--- config.mk ---
export PLATFORM = sky130hd
export DESIGN_NAME = boss_health_ctl
export DESIGN_NICKNAME = d
export VERILOG_FILES = /design/src/rtl/boss_health_ctl_pkg.sv /design/src/rtl/boss_health_ctl_frame_timer.sv /design/src/rtl/boss_health_ctl.sv
export SDC_FILE = /design/constraint.sdc
export NUM_CORES = 1
export LEC_CHECK = 0
export ABC_AREA = 1
export BUFFER_PORTS_ARGS = -buffer_cell sky130_fd_sc_hd__buf_4
export CORE_ASPECT_RATIO = 1.5
export CORE_MARGIN = 3
export CORE_UTILIZATION = 30
export DETAILED_ROUTE_END_ITERATION = 10
export MAX_ROUTING_LAYER = met4
export PLACE_DENSITY = 0.51
export SLEW_MARGIN = 0
export SYNTH_ARGS = -nofsm -noshare
export SYNTH_HDL_FRONTEND = slang
export SYNTH_SLANG_ARGS = --single-unit
--- constraint.sdc ---
create_clock -name clk -period 2.4 [get_ports clk]
set_clock_uncertainty 0.05 [all_clocks]
set_input_delay 0.12 -clock clk [delete_from_list [all_inputs] [get_ports clk]]
set_output_delay 0.12 -clock clk [all_outputs]
set_load 0.005 [all_outputs]
--- src/rtl/boss_health_ctl_pkg.sv ---
`default_nettype none
// ============================================================================
//  Module      : boss_health_ctl_pkg
//  Description : Shared game definitions for the boss health controller:
//                boss life-cycle state encoding, game_active codes and the
//                regeneration period (used only when BOSS_HP_REGEN_EN is
//                defined).
//  Revision    : 1.0 - initial release
// ============================================================================
package boss_health_ctl_pkg;

    typedef enum logic [2:0] {
        IDLE   = 3'd0,
        ALIVE  = 3'd1,
        INVULN = 3'd2,
        DYING  = 3'd3,
        DEAD   = 3'd4
    } boss_state_t;

    localparam logic [1:0] GAME_MENU = 2'b00;
    localparam logic [1:0] GAME_RUN  = 2'b01;

    // Frame ticks spent in ALIVE per regenerated hit point.
    localparam int REGEN_FRAMES = 120;

endpackage : boss_health_ctl_pkg
`default_nettype wire

--- src/rtl/boss_health_ctl_frame_timer.sv ---
`default_nettype none
// ============================================================================
//  Module      : boss_frame_timer
//  Description : Loadable down-counter stepped by frame_tick. Shared by the
//                INVULN and DYING phases of the boss controller.
//  Ports       : clk, rst          - clock, synchronous active-high reset
//                frame_tick_i      - one-clk pulse per video frame
//                load_i/load_val_i - load a new count (wins over a tick)
//                freeze_i          - hold the count, ignore ticks
//                clear_i           - force count to zero (highest priority)
//                done_o            - combinational pulse: tick taken at count 1
//  Revision    : 1.0 - initial release
// ============================================================================
module boss_frame_timer #(
    parameter int CNT_W = 8
) (
    input  logic             clk,
    input  logic             rst,
    input  logic             frame_tick_i,
    input  logic             load_i,
    input  logic [CNT_W-1:0] load_val_i,
    input  logic             freeze_i,
    input  logic             clear_i,
    output logic             done_o
);

    logic [CNT_W-1:0] count_q;
    logic [CNT_W-1:0] count_d;

    always_comb begin
        count_d = count_q;
        done_o  = 1'b0;
        if (clear_i) begin
            count_d = '0;
        end else if (freeze_i) begin
            count_d = count_q;
        end else if (load_i) begin
            // A load coinciding with a tick keeps the freshly loaded value.
            count_d = load_val_i;
        end else if (frame_tick_i && (count_q != '0)) begin
            count_d = count_q - CNT_W'(1);
            done_o  = (count_q == CNT_W'(1));
        end
    end

    always_ff @(posedge clk) begin
        if (rst) begin
            count_q <= '0;
        end else begin
            count_q <= count_d;
        end
    end

endmodule : boss_frame_timer
`default_nettype wire

--- src/rtl/boss_health_ctl.sv ---
`default_nettype none
// ============================================================================
//  Module      : boss_health_ctl
//  Description : Boss hit-point keeper at the receiving end of the weapon hit
//                path. Applies projectile/melee damage, runs invulnerability
//                and death timing, and reports alive/flash/dying/defeated.
//  Ports       : clk, rst           - clock, synchronous active-high reset
//                frame_tick_i       - one-clk pulse per video frame
//                game_active_i[1:0] - 00 menu, 01 run, 1x paused
//                projectile_hit_i   - weapon hit strobe
//                melee_hit_i        - melee hit strobe
//                boss_alive_o       - boss can take damage / collide
//                boss_hp_o          - current hit points
//                boss_hit_flash_o   - high while invulnerable after a hit
//                boss_dying_o       - high during death animation
//                boss_defeated_o    - one-clk pulse on death
//  Options     : BOSS_HP_REGEN_EN   - slow HP regeneration while ALIVE
//  Revision    : 1.0 - initial release
// ============================================================================
module boss_health_ctl
    import boss_health_ctl_pkg::*;
#(
    parameter int HP_W         = 8,
    parameter int BOSS_MAX_HP  = 100,
    parameter int PROJ_DMG     = 2,
    parameter int MELEE_DMG    = 5,
    parameter int IFRAMES      = 8,
    parameter int DEATH_FRAMES = 60
) (
    input  logic            clk,
    input  logic            rst,
    input  logic            frame_tick_i,
    input  logic [1:0]      game_active_i,
    input  logic            projectile_hit_i,
    input  logic            melee_hit_i,
    output logic            boss_alive_o,
    output logic [HP_W-1:0] boss_hp_o,
    output logic            boss_hit_flash_o,
    output logic            boss_dying_o,
    output logic            boss_defeated_o
);

    localparam int TMR_MAX = (IFRAMES > DEATH_FRAMES) ? IFRAMES : DEATH_FRAMES;
    localparam int TMR_W   = $clog2(TMR_MAX + 1);
    localparam logic [HP_W-1:0] MAX_HP = HP_W'(BOSS_MAX_HP);

    boss_state_t     state_q, state_d;
    logic [HP_W-1:0] hp_q, hp_d;
    logic            proj_q, proj_d;
    logic            melee_q, melee_d;
    logic            alive_q, flash_q, dying_q, defeated_q;
    logic [HP_W:0]   dmg;

    logic             tmr_load;
    logic [TMR_W-1:0] tmr_val;
    logic             tmr_freeze;
    logic             tmr_clear;
    logic             tmr_done;

    wire w_run  = (game_active_i == GAME_RUN);
    wire w_menu = (game_active_i == GAME_MENU);

`ifdef BOSS_HP_REGEN_EN
    localparam int REGEN_W = $clog2(REGEN_FRAMES);
    logic [REGEN_W-1:0] regen_q, regen_d;
`endif

    boss_frame_timer #(
        .CNT_W (TMR_W)
    ) u_timer (
        .clk          (clk),
        .rst          (rst),
        .frame_tick_i (frame_tick_i),
        .load_i       (tmr_load),
        .load_val_i   (tmr_val),
        .freeze_i     (tmr_freeze),
        .clear_i      (tmr_clear),
        .done_o       (tmr_done)
    );

    // Strobes are captured only while the boss is in ALIVE and the fight is
    // running; anything else is dropped rather than queued.
    assign proj_d  = projectile_hit_i && w_run && (state_q == ALIVE);
    assign melee_d = melee_hit_i      && w_run && (state_q == ALIVE);

    // Damage is summed one bit wider than HP so the compare never wraps.
    assign dmg = (proj_q  ? (HP_W+1)'(PROJ_DMG)  : '0)
               + (melee_q ? (HP_W+1)'(MELEE_DMG) : '0);

    always_comb begin
        state_d    = state_q;
        hp_d       = hp_q;
        tmr_load   = 1'b0;
        tmr_val    = '0;
        tmr_freeze = 1'b0;
        tmr_clear  = 1'b0;
`ifdef BOSS_HP_REGEN_EN
        regen_d    = regen_q;
`endif
        if (w_menu) begin
            state_d   = IDLE;
            hp_d      = MAX_HP;
            tmr_clear = 1'b1;
`ifdef BOSS_HP_REGEN_EN
            regen_d   = '0;
`endif
        end else if (!w_run) begin
            tmr_freeze = 1'b1;
        end else begin
            case (state_q)
                IDLE: begin
                    state_d = ALIVE;
                end
                ALIVE: begin
                    if (dmg >= {1'b0, hp_q}) begin
                        hp_d     = '0;
                        state_d  = DYING;
                        tmr_load = 1'b1;
                        tmr_val  = TMR_W'(DEATH_FRAMES);
                    end else if (dmg != '0) begin
                        hp_d     = hp_q - dmg[HP_W-1:0];
                        state_d  = INVULN;
                        tmr_load = 1'b1;
                        tmr_val  = TMR_W'(IFRAMES);
                    end
`ifdef BOSS_HP_REGEN_EN
                    if (dmg != '0) begin
                        regen_d = '0;
                    end else if (frame_tick_i) begin
                        if (regen_q == REGEN_W'(REGEN_FRAMES - 1)) begin
                            regen_d = '0;
                            if (hp_q < MAX_HP) begin
                                hp_d = hp_q + HP_W'(1);
                            end
                        end else begin
                            regen_d = regen_q + REGEN_W'(1);
                        end
                    end
`endif
                end
                INVULN: begin
                    if (tmr_done) begin
                        state_d = ALIVE;
                    end
                end
                DYING: begin
                    if (tmr_done) begin
                        state_d = DEAD;
                    end
                end
                DEAD: begin
                    hp_d = '0;
                end
                default: begin
                    state_d = IDLE;
                    hp_d    = MAX_HP;
                end
            endcase
`ifdef BOSS_HP_REGEN_EN
            if (state_q != ALIVE) begin
                regen_d = '0;
            end
`endif
        end
    end

    // Status flags are registered from the next state so they line up with
    // boss_hp_o on the same clock.
    always_ff @(posedge clk) begin
        if (rst) begin
            state_q    <= IDLE;
            hp_q       <= MAX_HP;
            proj_q     <= 1'b0;
            melee_q    <= 1'b0;
            alive_q    <= 1'b0;
            flash_q    <= 1'b0;
            dying_q    <= 1'b0;
            defeated_q <= 1'b0;
`ifdef BOSS_HP_REGEN_EN
            regen_q    <= '0;
`endif
        end else begin
            state_q    <= state_d;
            hp_q       <= hp_d;
            proj_q     <= proj_d;
            melee_q    <= melee_d;
            alive_q    <= (state_d == ALIVE) || (state_d == INVULN);
            flash_q    <= (state_d == INVULN);
            dying_q    <= (state_d == DYING);
            defeated_q <= (state_q == DYING) && (state_d == DEAD);
`ifdef BOSS_HP_REGEN_EN
            regen_q    <= regen_d;
`endif
        end
    end

    assign boss_alive_o     = alive_q;
    assign boss_hp_o        = hp_q;
    assign boss_hit_flash_o = flash_q;
    assign boss_dying_o     = dying_q;
    assign boss_defeated_o  = defeated_q;

endmodule : boss_health_ctl
`default_nettype wire

==> results.py, run 1 <==
metrics = {
    "clock_tree": {
        "cts.path.max_buffers": 2,
        "cts.sinks": 23,
        "cts_setup_buffers": 0,
        "cts.hold.buffers_added": 0,
        "cts_made_buffers": 3,
        "clock_latency_ns": 0.27,
        "cts_tree": "built",
        "htreeDepth": 1,
        "root_buffer": "clkbuf_8",
        "clk_pin_slew_ns": 0.08,
        "cts_resized": 0,
    },
    "setup_path": {
        "critPathKind": "reg2reg",
        "path_cells": "inv_1, ha_1, fa_2, inv_1, nand2_1, nand2_2, nand2_1, nand2_2, nand2_4, nand2_8, nand2_1, nand2_1, nand3_1, nand2_2, nand2_1, nand2_1, nor2_1",
        "timing.rr.end": "boss_dying_o",
        "crit_top_cell": "nand2_1",
        "ff2ff_setup_slack_ns": 0.25,
        "start_kind": "flip-flop",
        "rr_worst_depth": 17,
        "cp_top_family": "simple AND/OR/NAND/NOR gates",
        "crit_fanout": 9,
        "slowest_delay_ns": 0.35,
        "worst_path_max_delay_cell": "dfxtp_1",
        "critPathBufInv": 2,
        "arrival_ns": 2.28,
        "reg2reg_from": "boss_hp_o[0]",
        "cp.required_ns": 2.52,
        "crit_path_end_kind": "flip-flop",
    },
    "floorplan": {
        "die_h_um": 91.5,
        "core-area_sq_mm": 0.00462,
        "row_count": 30,
        "start_util_pct": 31.7,
        "io_pins": 19,
        "die_area_sq_mm": 0.00576,
        "die_x_um": 63.0,
    },
    "power_and_ir_drop": {
        "ir_drop_v": 0.000200,
        "p_int_uw": 550,
        "power_frac_comb_pct": 14.1,
        "clock_power_share_pct": 32.7,
        "powerDensity_mw_per_mm2": 431,
        "swShare_pct": 26.6,
        "switching_power_uw": 200,
        "total_leakage_power_nw": 0.785,
        "seqPwrFrac_pct": 53.2,
    },
    "yosys": {
        "ys_types": 33,
        "yosysMostFrequentCell": "nand2_1",
        "ys_async_sr_fraction_pct": 0,
        "ys_ff_latch": 23,
        "synth_nets": 215,
        "synthTopCellsByCount": "nand2_1, nor2_1, inv_1",
        "yosys.area.top_type": "dfxtp_1",
        "ys_warn_count": 0,
        "synth_area_sq_mm": 0.00146,
        "synth_edf_count": 0,
        "netlist_instances": 201,
        "ys.flop_type": "dfxtp_1",
        "synth_top_area_share_pct": 31.5,
        "ys_top_cells_by_area": "dfxtp_1, nand2_1, nor2_1",
        "postSynthAreaPerCell_sq_um": 7.27,
        "seq_area_frac_synth_pct": 31.5,
    },
    "placement": {
        "hpwl_um": 2590,
        "numPortBuffers": 18,
        "placed_cells": 283,
        "place_area_sq_mm": 0.00167,
        "globalplace.congestion": 0.817,
    },
    "hold_path": {
        "whs_endpoint": "state_q[0]",
        "hold_start": "rst",
        "hp-class": "in2reg",
        "min_path_cells": 2,
    },
    "timing": {
        "period_needed_ns": 2.15,
        "fmax_mhz": 464,
        "rsz0062_at_grt": "false",
        "maxSlewHeadroom_pct": 74.2,
        "worst_slew_pin_slew_ns": 0.385,
        "whs_ns": 0.00595,
        "post-route-period-util_pct": 89.7,
        "final_hold_viol_count": 0,
        "final.setup.tns_ns": 0,
        "finalMaxSlewViolations": 0,
        "setup-violations-final": 0,
    },
    "job": {
        "drv_cap": 0,
    },
    "finish": {
        "area_growth_pct": 19.1,
        "diodes": 0,
        "nets": 238,
        "stdcell_count": 287,
        "fill_cells": 505,
        "largest_reg_flops": 8,
        "drive_above_1_share_pct": 23.3,
        "design_area_sq_mm": 0.00174,
    },
    "drt": {
        "routedWlPerCell_um": 11.0,
        "drt_iter0_drc": 47,
        "final_antenna_net_count": 0,
        "num_vias": 1296,
        "routed_wl_um": 3160,
        "drc": 0,
        "drt-pass1-iter-count": 4,
        "avgViaCountPerCell": 4.52,
    },
    "global_routing": {
        "antenna_found_initial": 0,
        "grt_pass1_wl_um": 5510,
        "first_global_vias": 1293,
        "track_usage_pct": 12.1,
        "grt-ovfl-total": 0,
        "grt_max_degree": 13,
    },
    "run_status": {
        "outcome": "finished, final reports clean",
    },
}
-- through the flow --
stage               setup slack (ns)  power, mW  utilization (%)
global placement               0.157      0.513             36.2
finish                         0.247      0.750             37.7
CTS                            0.101      0.761             37.2
detailed placement             0.116      0.513             36.2
global route                  0.0485      0.789             37.7
floorplan                      0.321      0.480                -
-- per-layer routing --
metal	vias up	GRT usage [%]	wire length, um
met2	16	21.5	1600
met4	0	4.97	58
li1	691	-	-
met1	584	13.4	1420
met5	-	-	0
met3	5	1.61	76
-- how the worst max path moves through the flow --
stage,from,to,cells after the start
2_1_floorplan,boss_hp_o[0],boss_alive_o,17
3_3_place_gp,boss_hp_o[0],boss_hp_o[7],14
3_5_place_dp,boss_hp_o[0],boss_hp_o[7],14
4_1_cts,boss_hp_o[0],boss_hp_o[7],14
5_1_grt,boss_hp_o[0],boss_dying_o,17
6_report,boss_hp_o[0],boss_dying_o,17
-- layout make-up --
class	instances	area, sq um	area share, %
multi-input cells	148	903	51.9
flip-flops and latches	23	460	26.5
repair buffers	19	143	8.20
inverters	29	109	6.25
well taps	64	80.1	4.60
clock buffers	4	45.0	2.59
-- power groups by stage --
stage	sequential, mW	clock [mW]	combinational (mW)
2_1_floorplan	0.406	0	0.0738
3_3_place_gp	0.408	0	0.105
3_5_place_dp	0.408	0	0.105
4_1_cts	0.399	0.257	0.105
5_1_grt	0.400	0.267	0.123
6_report	0.399	0.245	0.106
-- kinds of logic (layout without fill, tap and decap cells) --
group | after synthesis | in the layout | share of synthesized area [%]
AOI/OAI and AO/OA | 30 | 30 | 12.9
DFF | 23 | 23 | 31.5
xor gates and xnor gates | 6 | 6 | 3.60
buffers and inverters | 30 | 52 | 8.22
and+or+nand+nor | 105 | 105 | 37.2
adders and majority gates | 7 | 7 | 6.51
-- cell usage in the layout, fill, tap and decap left out, types with 3 or more instances in the layout --
cell type	Yosys	final
nor3b_2	3	3
xor2_1	5	5
nand4_1	4	4
nand2_2	6	6
inv_1	26	26
o21ai_0	3	3
clkbuf_8	0	3
dfxtp_1	23	23
nor2_2	4	4
ha_1	6	6
a21oi_1	7	7
nand3_1	9	9
nor2_1	27	27
nor3_1	4	4
a31oi_1	3	3
inv_2	3	3
nand2_1	39	38
buf_4	0	19
nand2_4	4	4
o21ai_1	9	8
No activity file was read; power rests on OpenSTA's default activity.
==> run 2: changes to the inputs <==
Settings changed: CORE_UTILIZATION 30 to 51, PLACE_DENSITY 0.51 to 0.76, SETUP_SLACK_MARGIN from default to 0.4.
==> results.py, run 2 (synthesis gave the netlist of run 1 again) <==
metrics = {
    "setup_path": {
        "reg2reg_from": "boss_hp_o[0]",
        "crit_path_end_kind": "flip-flop",
        "cp.required_ns": 2.52,
        "start_kind": "flip-flop",
        "startpoint": "boss_hp_o[0]",
        "critPathKind": "reg2reg",
        "arrival_ns": 2.14,
        "crit_fanout": 3,
    },
    "clock_tree": {
        "htreeDepth": 1,
        "cts.sinks": 23,
        "cts.path.max_buffers": 2,
        "cts_made_buffers": 3,
        "cts_tree": "built",
        "root_buffer": "clkbuf_8",
        "clk_pin_slew_ns": 0.09,
        "clock_latency_ns": 0.27,
    },
    "finish": {
        "drive_above_1_share_pct": 37.2,
        "fill_cells": 232,
        "area_growth_pct": 31.8,
        "diodes": 0,
        "nets": 249,
        "largest_reg_flops": 8,
        "final_common_cell": "nand2_1",
        "finalCoreUtilization_pct": 71.2,
        "final_cell_mix": "nand2_1, buf_4, nor2_1, inv_1, dfxtp_1",
    },
    "placement": {
        "globalplace.congestion": 0.849,
        "numPortBuffers": 18,
        "hpwl_um": 2330,
    },
    "global_routing": {
        "grtUsageMet1_pct": 21.5,
        "grt_pass1_wl_um": 5520,
        "grt_max_degree": 14,
        "busiest_layer": "met2",
        "grt-ovfl-total": 0,
        "grtUsageMet2_pct": 35.8,
        "use_met3_pct": 3.33,
        "antenna_found_initial": 0,
        "track_usage_pct": 20.3,
        "first_global_vias": 1290,
    },
    "power_and_ir_drop": {
        "total_leakage_power_nw": 0.870,
        "ir_drop_v": 0.000329,
        "powerDensity_mw_per_mm2": 397,
        "total_power_uw": 765,
    },
    "job": {
        "drv_cap": 0,
    },
    "drt": {
        "avgViaCountPerCell": 5.23,
        "drt-pass1-iter-count": 4,
        "num_vias": 1417,
        "routedWlPerCell_um": 13.2,
        "final_antenna_net_count": 0,
        "drc": 0,
        "routed_wl_um": 3590,
        "drt_iter0_drc": 30,
    },
    "floorplan": {
        "row_count": 23,
        "die_h_um": 71.6,
        "core-area_sq_mm": 0.00271,
        "die_area_sq_mm": 0.00356,
        "io_pins": 19,
        "die_x_um": 49.7,
        "start_util_pct": 54.0,
    },
    "timing": {
        "period_needed_ns": 2.02,
        "worst_slew_pin_slew_ns": 0.610,
        "final_hold_viol_count": 0,
        "final.setup.tns_ns": 0,
        "finalMaxSlewViolations": 0,
        "post-route-period-util_pct": 84.3,
        "maxSlewHeadroom_pct": 59.2,
        "rsz0062_at_grt": "true",
        "fmax_mhz": 495,
        "setup-violations-final": 0,
    },
    "run_status": {
        "outcome": "finished, final reports clean",
    },
    "hold_path": {
        "hp-class": "in2reg",
        "hold_start": "rst",
    },
}
run 2: cell types whose count changed in the layout (fill, tap and decap cells not counted), moves of 3 or more:
cell	previous run	this run
dfxtp_2	0	3
inv_2	3	6
buf_4	19	28
nand2_2	6	11
dfxtp_1	23	20
inv_1	26	23
nand2_1	38	31
run 2: worst paths after layout:
check	end	slack, ns	depth (start not counted)
setup / recovery	boss_hp_o[6]	0.38	14
hold / removal	state_q[2]	0.01	2
setup reg to reg	boss_hp_o[6]	0.38	14
hold reg to reg	u_timer.count_q[1]	0.45	2
run 2: timing repair:
action                                  4_1_cts  5_1_grt
endpoints found under the setup margin       19       20
pin swaps                                    11       10
gates cloned                                  1        0
resized for setup                            21       12
hold buffers                                  0        0
buffers inserted                              7        4
run 2: critical path: stages (launching register included):
cell      delay, ns
dfxtp_2        0.35
inv_2          0.04
ha_4           0.15
fa_2           0.35
inv_2          0.06
nand2_2        0.05
nand2_2        0.07
nand2_2        0.07
nand2_4        0.07
nand2_4        0.08
nand3_4        0.10
nand2_4        0.10
nand4_1        0.14
nand3_1        0.08
o21bai_1       0.17
run 2: through the flow:
stage | hold slack (ns) | setup WS, ns | instances | area (sq um)
after floorplan | 0.139 | 0.400 | 201 | 1470
after global placement | 0.291 | 0.271 | 255 | 1640
after detailed placement | 0.294 | 0.185 | 255 | 1640
after CTS | 0.0112 | 0.334 | 267 | 1840
after global routing | 0.0183 | 0.274 | 271 | 1930
final | 0.0142 | 0.378 | 271 | 1930
run 2: where the power goes:
part	total (mW)	leakage [nW]	switching [mW]	internal, mW
clock	0.245	0.0255	0.129	0.116
sequential	0.399	0.188	0.00869	0.390
combinational	0.122	0.657	0.0721	0.0494
run 2: routing by layer:
metal,share of wire [%],vias to the layer above,wire length (um)
met4,4.6,0,166
met2,52,35,1860
met1,40,654,1450
met5,0,-,0
li1,-,715,-
met3,3.1,13,111
run 2: layout make-up:
cell class	instances	area (sq um)	area share (%)
clock buffers	3	41.3	2.14
repair buffers	29	230	12.0
clock inverters	1	5.00	0.260
multi-input cells	149	1030	53.5
well taps	37	46.3	2.40
flip-flops and latches	23	464	24.1
inverters	29	109	5.65
==> run 3: changes to the inputs <==
Settings changed: ABC_AREA 1 to 0, PLACE_DENSITY 0.76 to 0.79.
Clock period 2.4 ns to 1.8 ns, I/O delays scaled along.
==> results.py, run 3 <==
metrics = {
    "finish": {
        "area_growth_pct": 51.4,
        "stdcell_count": 264,
        "diodes": 0,
        "final_common_cell": "buf_4",
        "largest_reg_flops": 8,
        "final_cell_mix": "buf_4, dfxtp_1, nor2_1, nand2_1, a21oi_1",
        "finalCoreUtilization_pct": 84.6,
        "drive_above_1_share_pct": 49.6,
        "nets": 243,
    },
    "setup_path": {
        "cp.required_ns": 2.01,
        "critPathBufInv": 3,
        "crit_fanout": 7,
        "worst_path_max_delay_cell": "dfxtp_2",
        "slowest_delay_ns": 0.35,
        "start_kind": "flip-flop",
        "crit_top_cell": "buf_6",
        "arrival_ns": 2.47,
        "path_cells": "inv_2, ha_4, fa_2, and2b_1, o21ai_2, and2_4, buf_6, o221ai_4, buf_6, nand2_1, a31oi_1",
        "crit_path_end_kind": "flip-flop",
        "critPathKind": "reg2reg",
        "cp_top_family": "compound AO/OA/AOI/OAI gates",
    },
    "yosys": {
        "ys_types": 55,
        "ys_top_cells_by_area": "dfxtp_1, a21oi_1, ha_1",
        "synth_edf_count": 0,
        "ys_warn_count": 0,
        "ys_async_sr_fraction_pct": 0,
        "synth_area_sq_mm": 0.00143,
        "synth_nets": 180,
        "ys_ff_latch": 23,
        "yosys.area.top_type": "dfxtp_1",
        "synthTopCellsByCount": "dfxtp_1, a21oi_1, nor2_1",
        "seq_area_frac_synth_pct": 32.2,
        "ys.flop_type": "dfxtp_1",
        "synth_top_area_share_pct": 32.2,
        "netlist_instances": 166,
        "postSynthAreaPerCell_sq_um": 8.62,
        "yosysMostFrequentCell": "dfxtp_1",
    },
    "timing": {
        "whs_ns": 0.0605,
        "rsz0062_at_grt": "true",
        "worst_slew_pin_slew_ns": 0.722,
        "setup_ws_ns": -0.464,
        "fmax_mhz": 442,
        "maxSlewHeadroom_pct": 51.7,
        "final_hold_viol_count": 0,
        "finalMaxSlewViolations": 0,
        "post-route-period-util_pct": 126,
        "period_needed_ns": 2.26,
        "setup-violations-final": 19,
    },
    "floorplan": {
        "core-area_sq_mm": 0.00256,
        "io_pins": 19,
        "die_h_um": 70.9,
        "die_area_sq_mm": 0.00349,
        "row_count": 22,
        "start_util_pct": 55.9,
        "die_x_um": 49.2,
    },
    "run_status": {
        "violations": "setup timing",
        "outcome": "finished with violations",
    },
    "hold_path": {
        "hp-class": "in2reg",
    },
    "placement": {
        "hpwl_um": 2900,
        "numPortBuffers": 18,
        "dp_slack_ns": -0.444,
        "globalplace.congestion": 0.940,
        "placed_cells": 253,
    },
    "drt": {
        "num_vias": 1575,
        "drt_iter0_drc": 81,
        "routed_wl_um": 4520,
        "drt-pass1-iter-count": 4,
        "final_antenna_net_count": 0,
        "drc": 0,
        "avgViaCountPerCell": 5.97,
        "routedWlPerCell_um": 17.1,
    },
    "clock_tree": {
        "clk_pin_slew_ns": 0.14,
        "cts_made_buffers": 3,
        "cts.sinks": 23,
        "cts_tree": "built",
        "root_buffer": "clkbuf_4",
        "cts.path.max_buffers": 2,
        "clock_latency_ns": 0.32,
        "htreeDepth": 1,
    },
    "power_and_ir_drop": {
        "ir_drop_v": 0.000401,
        "powerDensity_mw_per_mm2": 470,
        "total_leakage_power_nw": 0.846,
    },
    "global_routing": {
        "track_usage_pct": 24.5,
        "grt_pass1_wl_um": 6680,
        "first_global_vias": 1516,
        "antenna_found_initial": 0,
        "grt_max_degree": 17,
        "grt-ovfl-total": 0,
    },
    "job": {
        "drv_cap": 0,
    },
}
## run 3: cell types whose count changed in the layout (fill, tap and decap cells not counted), moves of 6 or more
cell,delta
nand2_4,-6
nand2_1,-21
inv_1,-20
nand2_2,-9
nor2_1,-14
buf_4,+26
buf_6,+7
## run 3: stage by stage
step / power [mW] / setup TNS (ns) / cell area (sq um)
after floorplan: 0.666 / -3.97 / 1530
after CTS: 0.988 / -6.06 / 2060
after global placement: 0.732 / -5.37 / 1940
final: 1.02 / -6.60 / 2170
after detailed placement: 0.740 / -6.44 / 1940
after global routing: 1.05 / -8.12 / 2170
## run 3: per-layer routing
metal  track usage (%)  share of wire (%)
met1              26.4                 38
met2              44.9                 53
met3              3.37                4.6
met4              8.23                4.3
met5                 -                  0
## run 3: what timing repair did
action | 4_1_cts | 5_1_grt
endpoints found under the setup margin | 21 | 21
resized for setup | 10 | 22
pin swaps | 4 | 6
hold buffers | 3 | 0
buffers inserted | 2 | 2
cloned | 0 | 0
endpoints found under the hold margin | 6 | 0
## run 3: layout make-up
class                           instances  area, sq um
Timing Repair Buffer                   64          514
Tap cell                               36         45.0
Fill cell                             160          394
Clock buffer                            4         26.3
Multi-Input combinational cell        131         1090
Inverter                                6         22.5
Sequential cell                        23          468
## run 3: worst paths after layout
kind | slack [ns] | startpoint | to | cells past startpoint
max | -0.46 | boss_hp_o[0] | boss_hp_o[4] | 11
min | 0.06 | rst | boss_hit_flash_o | 3
max reg2reg | -0.46 | boss_hp_o[0] | boss_hp_o[4] | 11
min reg2reg | 0.50 | u_timer.count_q[4] | u_timer.count_q[4] | 2
## run 3: cell families (layout without fill, tap and decap cells)
logic type | count (synthesis) | after routing | share of synthesized area (%)
XOR/XNOR | 3 | 3 | 1.84
buffers and inverters | 12 | 74 | 4.99
AND/OR/NAND/NOR | 74 | 74 | 31.5
AO/OA/AOI/OAI | 47 | 47 | 22.8
adder cells (fa/ha/maj) | 7 | 7 | 6.65
flip-flops | 23 | 23 | 32.2
## run 3: power breakdown
part / leakage (nW) / switching (mW) / internal (mW) / total (mW)
Combinational: 0.643 / 0.122 / 0.114 / 0.236
Clock: 0.0150 / 0.163 / 0.0866 / 0.250
Sequential: 0.188 / 0.0119 / 0.520 / 0.532
Total: 0.846 / 0.297 / 0.720 / 1.02
## run 3: worst reg2reg max path, delay by kind of cell (launching register included)
family | cells | cell delay (ns)
fa+ha+maj | 2 | 0.48
compound gates | 3 | 0.50
buf+inv | 3 | 0.35
flops | 1 | 0.35
simple gates | 3 | 0.47
